### config.mk
export PLATFORM = sky130hd
export DESIGN_NAME = seg7_scan
export DESIGN_NICKNAME = d
export VERILOG_FILES = /design/src/rtl/seg7_pkg.sv /design/src/rtl/seg7_scan_bcd_to_seg7.sv /design/src/rtl/seg7_scan.sv
export SDC_FILE = /design/constraint.sdc
export NUM_CORES = 1
export LEC_CHECK = 0
export CAP_MARGIN = 20
export CORE_MARGIN = 4
export CORE_UTILIZATION = 47
export CTS_CLUSTER_DIAMETER = 50
export CTS_CLUSTER_SIZE = 16
export DETAILED_ROUTE_END_ITERATION = 8
export PLACE_DENSITY = 0.71
export SETUP_SLACK_MARGIN = 0.05
export SLEW_MARGIN = 20
export SYNTH_ARGS = -nofsm -noshare
export SYNTH_HDL_FRONTEND = slang
export SYNTH_SLANG_ARGS = --single-unit
### constraint.sdc
create_clock -name clk -period 2.3 [get_ports clk]
set_input_delay 0.46 -clock clk [delete_from_list [all_inputs] [get_ports clk]]
set_output_delay 0.46 -clock clk [all_outputs]
set_load 0.05 [all_outputs]
### src/rtl/seg7_pkg.sv
// Shared constants and decode classification for the seven-segment scan driver.
// All segment patterns are active-low in {g,f,e,d,c,b,a} order.
package seg7_pkg;

    localparam logic [6:0] SEG_BLANK = 7'b1111111;
    localparam logic [6:0] SEG_DASH  = 7'b0111111;

    localparam logic [6:0] SEG_0 = 7'b1000000;
    localparam logic [6:0] SEG_1 = 7'b1111001;
    localparam logic [6:0] SEG_2 = 7'b0100100;
    localparam logic [6:0] SEG_3 = 7'b0110000;
    localparam logic [6:0] SEG_4 = 7'b0011001;
    localparam logic [6:0] SEG_5 = 7'b0010010;
    localparam logic [6:0] SEG_6 = 7'b0000010;
    localparam logic [6:0] SEG_7 = 7'b1111000;
    localparam logic [6:0] SEG_8 = 7'b0000000;
    localparam logic [6:0] SEG_9 = 7'b0010000;

    localparam logic [3:0] ANODE_OFF = 4'b1111;

    typedef enum logic [1:0] {
        DecDigit,
        DecBlank,
        DecDash
    } dec_kind_e;

    // Blanking wins over everything; codes above 9 render as a dash.
    function automatic dec_kind_e classify_bcd(input logic [3:0] bcd, input logic blank);
        if (blank) begin
            return DecBlank;
        end
        if (bcd > 4'd9) begin
            return DecDash;
        end
        return DecDigit;
    endfunction

endpackage

### src/rtl/seg7_scan_bcd_to_seg7.sv
// Combinational BCD to active-low seven-segment decoder with a blank override.
// Invalid codes 10-15 produce a dash.
module bcd_to_seg7
    import seg7_pkg::*;
(
    input  logic [3:0] bcd,
    input  logic       blank,
    output logic [6:0] seg
);

    dec_kind_e kind;

    assign kind = classify_bcd(bcd, blank);

    always_comb begin
        seg = SEG_BLANK;
        unique case (kind)
            DecBlank: seg = SEG_BLANK;
            DecDash:  seg = SEG_DASH;
            default: begin
                case (bcd)
                    4'd0:    seg = SEG_0;
                    4'd1:    seg = SEG_1;
                    4'd2:    seg = SEG_2;
                    4'd3:    seg = SEG_3;
                    4'd4:    seg = SEG_4;
                    4'd5:    seg = SEG_5;
                    4'd6:    seg = SEG_6;
                    4'd7:    seg = SEG_7;
                    4'd8:    seg = SEG_8;
                    4'd9:    seg = SEG_9;
                    default: seg = SEG_DASH;
                endcase
            end
        endcase
    end

endmodule

### src/rtl/seg7_scan.sv
// Four-digit multiplexed seven-segment driver: slot-latched inputs, guard gap,
// leading-zero suppression and per-digit blink. State advances on the falling clock edge.
module seg7_scan
    import seg7_pkg::*;
#(
    parameter int unsigned DIGIT_CYCLES = 50_000,
    parameter int unsigned GUARD_CYCLES = 500,
    parameter int unsigned BLINK_CYCLES = 12_500_000
) (
    input  logic        clk,
    input  logic        reset,
    input  logic [15:0] bcd_in,
    input  logic [3:0]  dp_in,
    input  logic        blank_lz,
    input  logic [3:0]  blink_en,
    output logic [3:0]  an,
    output logic [6:0]  seg,
    output logic        dp
);

    localparam int unsigned ScanW  = $clog2(DIGIT_CYCLES);
    localparam int unsigned BlinkW = $clog2(BLINK_CYCLES);

    localparam logic [ScanW-1:0]  SCAN_LAST  = ScanW'(DIGIT_CYCLES - 1);
    localparam logic [ScanW-1:0]  GUARD_END  = ScanW'(GUARD_CYCLES);
    localparam logic [BlinkW-1:0] BLINK_LAST = BlinkW'(BLINK_CYCLES - 1);

    logic [ScanW-1:0]  scan_cnt_q, scan_cnt_d;
    logic [1:0]        digit_idx_q, digit_idx_d;
    logic [BlinkW-1:0] blink_cnt_q, blink_cnt_d;
    logic              blink_phase_q, blink_phase_d;

    // slot_valid_q forces a latch on the first edge after reset.
    logic              slot_valid_q;
    logic [15:0]       slot_bcd_q;
    logic [3:0]        slot_dp_q;
    logic              slot_lz_q;
    logic [3:0]        slot_blink_q;
    logic              slot_load;

    logic [3:0]        an_q, an_d;
    logic [6:0]        seg_q, seg_d;
    logic              dp_q, dp_d;

    logic              scan_wrap;
    logic              blink_wrap;
    logic [15:0]       bcd_shifted;
    logic [3:0]        digit_nib;
    logic              lz_hit;
    logic              blank_digit;
    logic              in_guard;
    logic              blink_off;
    logic [6:0]        dec_seg;

    assign scan_wrap  = (scan_cnt_q == SCAN_LAST);
    assign blink_wrap = (blink_cnt_q == BLINK_LAST);
    assign slot_load  = scan_wrap || !slot_valid_q;

    always_comb begin
        scan_cnt_d    = scan_wrap ? '0 : scan_cnt_q + ScanW'(1);
        digit_idx_d   = scan_wrap ? digit_idx_q + 2'd1 : digit_idx_q;
        blink_cnt_d   = blink_wrap ? '0 : blink_cnt_q + BlinkW'(1);
        blink_phase_d = blink_wrap ? ~blink_phase_q : blink_phase_q;
    end

    // Suppression looks only at the latched slot, so a digit never flickers mid-slot.
    always_comb begin
        lz_hit = 1'b0;
        unique case (digit_idx_q)
            2'd3:    lz_hit = (slot_bcd_q[15:12] == 4'd0);
            2'd2:    lz_hit = (slot_bcd_q[15:8] == 8'd0);
            2'd1:    lz_hit = (slot_bcd_q[15:4] == 12'd0);
            default: lz_hit = 1'b0;
        endcase
    end

    assign bcd_shifted = slot_bcd_q >> {digit_idx_q, 2'b00};
    assign digit_nib   = bcd_shifted[3:0];
    assign blank_digit = slot_lz_q && lz_hit;

    bcd_to_seg7 u_decode (
        .bcd   (digit_nib),
        .blank (blank_digit),
        .seg   (dec_seg)
    );

    assign in_guard  = (scan_cnt_q < GUARD_END);
    assign blink_off = blink_phase_q && slot_blink_q[digit_idx_q];

    always_comb begin
        an_d  = ANODE_OFF;
        seg_d = SEG_BLANK;
        dp_d  = 1'b1;
        if (!in_guard && !blink_off) begin
            an_d  = ~(4'b0001 << digit_idx_q);
            seg_d = dec_seg;
            dp_d  = ~slot_dp_q[digit_idx_q];
        end
    end

    always_ff @(negedge clk) begin
        if (reset) begin
            scan_cnt_q    <= '0;
            digit_idx_q   <= 2'd0;
            blink_cnt_q   <= '0;
            blink_phase_q <= 1'b0;
            slot_valid_q  <= 1'b0;
            slot_bcd_q    <= 16'd0;
            slot_dp_q     <= 4'd0;
            slot_lz_q     <= 1'b0;
            slot_blink_q  <= 4'd0;
            an_q          <= ANODE_OFF;
            seg_q         <= SEG_BLANK;
            dp_q          <= 1'b1;
        end else begin
            scan_cnt_q    <= scan_cnt_d;
            digit_idx_q   <= digit_idx_d;
            blink_cnt_q   <= blink_cnt_d;
            blink_phase_q <= blink_phase_d;
            if (slot_load) begin
                slot_valid_q <= 1'b1;
                slot_bcd_q   <= bcd_in;
                slot_dp_q    <= dp_in;
                slot_lz_q    <= blank_lz;
                slot_blink_q <= blink_en;
            end
            an_q  <= an_d;
            seg_q <= seg_d;
            dp_q  <= dp_d;
        end
    end

    assign an  = an_q;
    assign seg = seg_q;
    assign dp  = dp_q;

endmodule

### Yosys cells after proc, flatten, opt, wreduce, memory -nomap -nowiden

Memories as Yosys holds them, arrays and structs flattened.
Cells that the tools add are included.
W data, S select, Z words.

| word-level totals | value |
|---|---|
| logic and storage cells | 58 |
| bits in latches | 0 |
| bits in writable memories | 0 |
| output and inout port bits | 12 |
| memories kept | 1 |
| flip-flop bits (word level) | 81 |
| bits of input ports | 27 |
| bits in read-only memories | 112 |

Memory list:

| memory | words | bits a word | rd ports | clocked after memory_dff | write ports | RTL line | RTL |
|---|---|---|---|---|---|---|---|
| (name not given) | 16 | 7 | 1 | 0 | 0 | seg7_scan_bcd_to_seg7.sv:21 | `case (bcd)` |

| operators by class | value |
|---|---|
| order comparisons | 3 |
| div/mod/pow operators | 0 |
| shifts and indexed selects | 2 |
| $add $sub $neg | 3 |
| mux-type cells | 13 |
| reduce and logical (&&, ||, !) cells | 13 |
| multipliers | 0 |
| equal/unequal tests | 7 |
| bitwise operators | 4 |

Operator list:

| operator | count |
|---|---|
| $add A24 B1 Y24 const B | 1 |
| $eq A24 B24 Y1 const B | 1 |
| $add A16 B1 Y16 const B | 1 |
| $eq A16 B16 Y1 const B | 1 |
| $lt A16 B9 Y1 const B | 1 |
| $shr A16 B4 Y4 | 1 |
| $pmux W7 S2 | 1 |
| $logic_not A12 Y1 | 1 |
| $logic_not A8 Y1 | 1 |
| $mux W2 | 4 |
| $eq A2 B2 Y1 const B | 3 |
| $reduce_or A2 Y1 | 3 |
| $mux W1 | 5 |
| $bmux W1 S2 | 2 |
| $eq A2 B1 Y1 const B | 2 |
| $gt A4 B4 Y1 const B | 1 |
| $logic_not A4 Y1 | 1 |
| $not A4 Y4 | 1 |
| $shl A1 B2 Y4 const A | 1 |
| $logic_and A1 B1 Y1 | 3 |
| $logic_not A1 Y1 | 3 |
| $lt A2 B3 Y1 const B | 1 |
| $not A1 Y1 | 3 |
| $pmux W1 S3 | 1 |
| 2 further kinds | 2 |

### Depth between registers and ports, before layout

Gate-level depths: netlist of the first run.

| logic depth | value |
|---|---|
| depth after elaboration | 9 |
| gate-level depth with buffers | 8 |
| gate-level depth less buffers | 7 |

### Modules after synthesis

From an unflattened synthesis of the first run, not the netlist that was laid out.

| unflattened totals | value |
|---|---|
| cell total of the unflattened synthesis | 383 |
| area, all modules | 3,633.5 µm² |

Modules (own cells, without submodules):

| module | area each (µm²) | sequential area each (µm²) | cells an instance | instances |
|---|---|---|---|---|
| seg7_scan | 3,410.8 | 1,621.6 | 351 | 1 |
| bcd_to_seg7 | 222.7 | 0.0 | 32 | 1 |

==> results of run 1 <==
[cells in the mapped netlist (5+ instances only)]
master,n
nand4_1,11
a21oi_1,16
ha_1,12
o31ai_1,7
xor2_1,5
nand3_1,14
inv_1,12
clkbuf_1,10
dfxtp_1,81
nand2_1,68
nor4_1,11
or3_1,7
o21ai_0,10
xnor2_1,20
or4_1,10
buf_2,6
mux4_2,6
mux2i_1,30
nor2_1,40
[timing repair]
action | in CTS | in global routing
setup buffers | 0 | 1
setup endpoints to repair | 89 | 17
hold buffers | 0 | 0
gates cloned | 0 | 1
pin swaps | 0 | 1
gates resized for setup | 13 | 5
[flip-flops by register name, summed over array words and instances (netlist names), 2 cells and up]
signal	cells
an	4
blink_cnt_q	24
digit_idx_q	2
scan_cnt_q	16
seg	7
slot_bcd_q	16
slot_blink_q	4
slot_dp_q	4
[per-layer routing]
layer / routed length, um / vias to the layer above / track usage
li1: - / 1717 / -
met1: 3785 / 1606 / 0.2102
met2: 3972 / 82 / 0.2757
met3: 355 / 12 / 0.07214
met4: 114 / 0 / 0.1033
met5: 0 / - / 0
[cell families (layout without fill, tap and decap cells)]
logic type	Yosys count	count (layout)	share of synthesized area
flops	81	81	0.4280
xor+xnor	25	25	0.05779
simple gates	181	181	0.2365
fa+ha+maj	12	12	0.03963
buf+inv	34	165	0.04359
compound gates	45	45	0.07365
mux	38	38	0.1209
[stage by stage]
stage / power, W / worst slack [ns] / hold slack (ns) / area [um^2]
floorplan: 0.001843 / 0.05030 / 0.4175 / 3827
global placement: 0.001929 / -0.5551 / 0.4311 / 4492
detailed placement: 0.001937 / -0.5671 / 0.4434 / 4492
CTS: 0.003355 / -0.1977 / 0.4511 / 4995
global route: 0.003542 / -0.2199 / 0.4772 / 5016
finish: 0.003282 / -0.1745 / 0.4448 / 5016
[cell type report]
cell class                 count  area (um^2)  share of cell area
inverter                      12        46.29            0.009229
clock buffer                   9        123.9             0.02469
clock inverter                87        369.1             0.07358
sequential                    81         1638              0.3265
multi-input combinational    301         2032              0.4051
tap                          102        127.6             0.02544
timing repair buffer          57        679.4              0.1354
[report_power, final]
part           total (W)  internal (W)  switching [W]
Sequential       0.00148       0.00145      0.0000273
Clock            0.00158      0.000683       0.000896
Combinational   0.000224      0.000119       0.000106
[path summary, 6_finish.rpt]
path / startpoint / end / slack, ns / depth (start not counted)
worst max-delay path: an[0] / an[0] / -0.17 / 1
worst max register to register: digit_idx_q[0] / seg[5] / 0.17 / 7
worst min-delay path: scan_cnt_q[0] / scan_cnt_q[0] / 0.44 / 1
worst min register to register: scan_cnt_q[0] / scan_cnt_q[0] / 0.44 / 1
==> impl_metrics.py, run 1 <==
metrics = {
    "outcome": {
        "status": "finished, violations left",
        "violations": "negative setup slack",
    },
    "detailed_routing": {
        "routed_wl_mm": 8.227,
        "routed_via_density": 5.265,
        "first_iter_violations": 175,
        "routedWlPerCell_um": 12.68,
        "drc": 0,
        "drtAntennaViolNets": 0,
        "firstDrtPassIters": 4,
        "vias": 3417,
    },
    "setup_path": {
        "startpoint_type": "flop",
        "crit_fanout": 1,
        "worstPathArrival_ns": 2.01,
        "crit_path_cell_trace": "buf_12",
        "crit_type": "flop to output pin",
        "cp-end-kind": "output pin",
        "crit_path_top_delay_cell": "dfxtp_2",
        "worst_ep_required_time_ns": 1.84,
        "path_delay_family": "flip-flops",
        "slowest_delay_ns": 0.34,
        "crit_buf_inv": 1,
    },
    "sta": {
        "relSlewSlack": 0.6686,
        "rsz0062_at_grt": "yes",
        "setup_tns_ns": -1.887,
        "finalSetupViolCount": 12,
        "worstMarginPinSlew_ns": 0.4956,
        "maxSlewViolCount": 0,
        "hold_violations": 0,
        "fin_skew_ns": 0.02503,
        "worst_slack_ns": -0.1745,
    },
    "synthesis": {
        "synthTopCellsByArea": "dfxtp_1 (43%), mux2i_1 (7.9%), nand2_1 (6.7%), xnor2_1 (4.6%), ha_1 (4.0%)",
        "ys_ff_latch": 81,
        "yosys_warnings": 0,
        "syn-num-nets": 455,
        "ys_types": 45,
        "syn_area_um2": 3789,
        "avgSynthCellArea_um2": 9.107,
        "synth_flop_cell": "dfxtp_1",
        "yosys.area.top_type": "dfxtp_1",
        "async_flop_share": 0,
        "synth_edf_count": 0,
        "ys_seq_area_frac": 0.4280,
        "synth_top_cell_area_share": 0.4280,
        "synthCells": 416,
    },
    "global_routing": {
        "antenna_found_initial": 0,
        "grt.total_usage": 0.1787,
        "grt_pass1_vias": 3471,
        "grt_max_degree": 45,
        "grt_pass1_wl_mm": 14.57,
        "overflow": 0,
    },
    "cells_and_area": {
        "nets": 582,
        "final_util": 0.6458,
        "diodes": 0,
        "nFillCells": 674,
        "final_common_cell": "inv_1",
        "areaGrowthSynthToFinish_pct": 32.40,
        "fin_cells": 649,
        "final_cell_mix": "inv_1 (92), nand2_1 (68), dfxtp_1 (68)",
        "drive_above_1_share": 0.1481,
    },
    "clocking": {
        "root_buffer": "clkbuf_8",
        "clkLatencyLatePin_ns": 0.41,
        "cts_tree": "done",
        "clkTransAtPathRegs_ns": 0.04,
        "clockBufferDepth": 2,
        "cts.sinks": 81,
        "numCtsBuffers": 9,
        "h-tree-depth": 3,
    },
    "power_and_ir_drop": {
        "power_density_nw_per_um2": 654.4,
        "leakage_nw": 2.141,
        "vdd_ir_drop_max_v": 0.0005668,
    },
    "min_path": {
        "hold_class": "flop to flop",
    },
    "floorplan": {
        "die_height_um": 97.78,
        "start_util": 0.4878,
        "dieArea_um2": 9561,
        "die_w_um": 97.78,
        "core_region_area_um2": 7767,
        "num_io_pins": 39,
        "fp-row-count": 32,
    },
    "placement": {
        "hpwlAfterDp_mm": 5.692,
        "portBuffers": 38,
        "placed_cells": 552,
        "gp_congestion": 0.7748,
    },
    "run": {
        "max_cap_violations": 0,
    },
}
(Power assumes the default switching activity.)
==> run 2: changes to the inputs <==
--- a/config.mk
+++ b/config.mk
@@ -11,7 +11,7 @@
 export CTS_CLUSTER_DIAMETER = 50
 export CTS_CLUSTER_SIZE = 16
 export DETAILED_ROUTE_END_ITERATION = 8
-export PLACE_DENSITY = 0.71
+export PLACE_DENSITY = 0.68
 export SETUP_SLACK_MARGIN = 0.05
 export SLEW_MARGIN = 20
 export SYNTH_ARGS = -nofsm -noshare
==> constraint.sdc (replaced) <==
create_clock -name clk -period 2.65 [get_ports clk]
set_input_delay 0.53 -clock clk [delete_from_list [all_inputs] [get_ports clk]]
set_output_delay 0.53 -clock clk [all_outputs]
set_load 0.05 [all_outputs]
==> impl_metrics.py, run 2 (synthesized netlist as in run 1, its figures left out) <==
metrics = {
    "cells_and_area": {
        "nets": 583,
        "areaGrowthSynthToFinish_pct": 31.97,
        "largest_register_ffs": 24,
        "fin_cells": 650,
        "final_common_cell": "inv_1",
        "top_regs": "blink_cnt_q: 24 flops, scan_cnt_q: 16 flops, slot_bcd_q: 16 flops",
        "nFillCells": 674,
        "drive_above_1_share": 0.1350,
        "fin_area_um2": 5000,
        "regMostFlops": "blink_cnt_q",
        "final_util": 0.6437,
        "final_cell_mix": "inv_1 (93), dfxtp_1 (69), nand2_1 (68)",
        "diodes": 0,
    },
    "detailed_routing": {
        "drtAntennaViolNets": 0,
        "vias": 3406,
        "drc": 0,
        "routed_wl_mm": 8.476,
        "first_iter_violations": 118,
        "routed_via_density": 5.240,
        "firstDrtPassIters": 4,
        "routedWlPerCell_um": 13.04,
    },
    "setup_path": {
        "crit_path_top_delay_cell": "dfxtp_2",
        "crit_buf_inv": 1,
        "rrSetupSlack_ns": 0.37,
        "startpoint": "an[2]",
        "crit_fanout": 1,
        "path_delay_family": "flip-flops",
        "startpoint_type": "flop",
        "worst_ep_required_time_ns": 2.12,
        "worstReg2RegStart": "digit_idx_q[0]",
        "crit_type": "flop to output pin",
        "crit_path_cell_trace": "buf_12",
        "cp-end-kind": "output pin",
        "slowest_delay_ns": 0.33,
        "worstPathArrival_ns": 2.18,
    },
    "floorplan": {
        "core_region_area_um2": 7767,
        "dieArea_um2": 9561,
        "num_io_pins": 39,
        "die_w_um": 97.78,
        "start_util": 0.4878,
        "fp-row-count": 32,
        "die_height_um": 97.78,
    },
    "outcome": {
        "violations": "negative setup slack",
        "status": "finished, violations left",
    },
    "sta": {
        "rsz0062_at_grt": "yes",
        "maxSlewViolCount": 0,
        "worstMarginPinSlew_ns": 0.5755,
        "fin_skew_ns": 0.02495,
        "worst_slack_ns": -0.05988,
        "hold_violations": 0,
        "finalSetupViolCount": 12,
        "setup_tns_ns": -0.6324,
        "relSlewSlack": 0.6163,
    },
    "placement": {
        "portBuffers": 38,
        "dpl_cell_area_um2": 4474,
        "hpwlAfterDp_mm": 5.729,
        "placed_cells": 554,
        "dp_slack_ns": -0.4596,
        "gp_congestion": 0.8504,
    },
    "global_routing": {
        "grt_max_degree": 28,
        "grt.total_usage": 0.1876,
        "overflow": 0,
        "grt_pass1_vias": 3527,
        "grt_pass1_wl_mm": 14.90,
        "antenna_found_initial": 0,
    },
    "power_and_ir_drop": {
        "leakage_nw": 2.146,
        "power_density_nw_per_um2": 570.1,
        "vdd_ir_drop_max_v": 0.0003437,
    },
    "clocking": {
        "cts.sinks": 81,
        "h-tree-depth": 3,
        "root_buffer": "clkbuf_8",
        "cts_tree": "done",
        "clkTransAtPathRegs_ns": 0.04,
        "clkLatencyLatePin_ns": 0.41,
        "clockBufferDepth": 2,
        "numCtsBuffers": 9,
    },
    "run": {
        "max_cap_violations": 0,
    },
    "min_path": {
        "min-delay-start": "scan_cnt_q[0]",
        "hold_class": "flop to flop",
    },
}
==> run 2: layout make-up <==
| class | instances | area [um^2] | area share |
|---|---|---|---|
| clock buffer | 9 | 123.9 | 0.02477 |
| multi-input combinational | 301 | 2019 | 0.4039 |
| sequential | 81 | 1637 | 0.3273 |
| clock inverter | 87 | 367.9 | 0.07357 |
| timing repair buffer | 58 | 679.4 | 0.1359 |
| tap | 102 | 127.6 | 0.02553 |
| inverter | 12 | 45.04 | 0.009009 |
==> run 2: power breakdown <==
| group | internal (W) | total [W] | switching (W) |
|---|---|---|---|
| Combinational | 0.000105 | 0.000196 | 0.0000907 |
| Sequential | 0.00126 | 0.00129 | 0.0000254 |
| Clock | 0.000594 | 0.00137 | 0.000776 |
| Total | 0.00196 | 0.00285 | 0.000892 |
==> run 2: path summary, 6_finish.rpt <==
check                                     end  depth (start not counted)
worst max-delay path                    an[2]                          1
worst min-delay path            scan_cnt_q[0]                          1
worst max register to register         seg[3]                          7
worst min register to register  scan_cnt_q[0]                          1
==> run 2: what timing repair did <==
item                       CTS  global route
setup endpoints to repair   61            14
hold buffers                 0             0
resized for setup           16             1
cloned                       1             0
buffers inserted             0             0
==> run 2: stage by stage <==
| step | hold slack [ns] | power (W) |
|---|---|---|
| 3_5_place_dp | 0.4474 | 0.001684 |
| 3_3_place_gp | 0.4288 | 0.001678 |
| 5_1_grt | 0.4743 | 0.003093 |
| 6_report | 0.4456 | 0.002850 |
| 2_1_floorplan | 0.4175 | 0.001596 |
| 4_1_cts | 0.4518 | 0.002929 |
==> run 2: layer usage <==
| metal | share of wire | up-vias | global-route usage | wire [um] |
|---|---|---|---|---|
| met1 | 0.43 | 1585 | 0.2012 | 3644 |
| met5 | 0 | - | 0 | 0 |
| met3 | 0.058 | 11 | 0.08500 | 490 |
| met4 | 0.019 | 0 | 0.1193 | 165 |
| met2 | 0.49 | 89 | 0.3005 | 4175 |
| li1 | - | 1721 | - | - |
==> run 3: changes to the inputs <==
--- a/config.mk
+++ b/config.mk
@@ -13,7 +13,7 @@
 export DETAILED_ROUTE_END_ITERATION = 8
 export PLACE_DENSITY = 0.68
 export SETUP_SLACK_MARGIN = 0.05
-export SLEW_MARGIN = 20
+export SLEW_MARGIN = 10
 export SYNTH_ARGS = -nofsm -noshare
 export SYNTH_HDL_FRONTEND = slang
 export SYNTH_SLANG_ARGS = --single-unit
==> results of run 3 <==
Same layout as run 2: the final DEF is identical, and so are final timing and power.
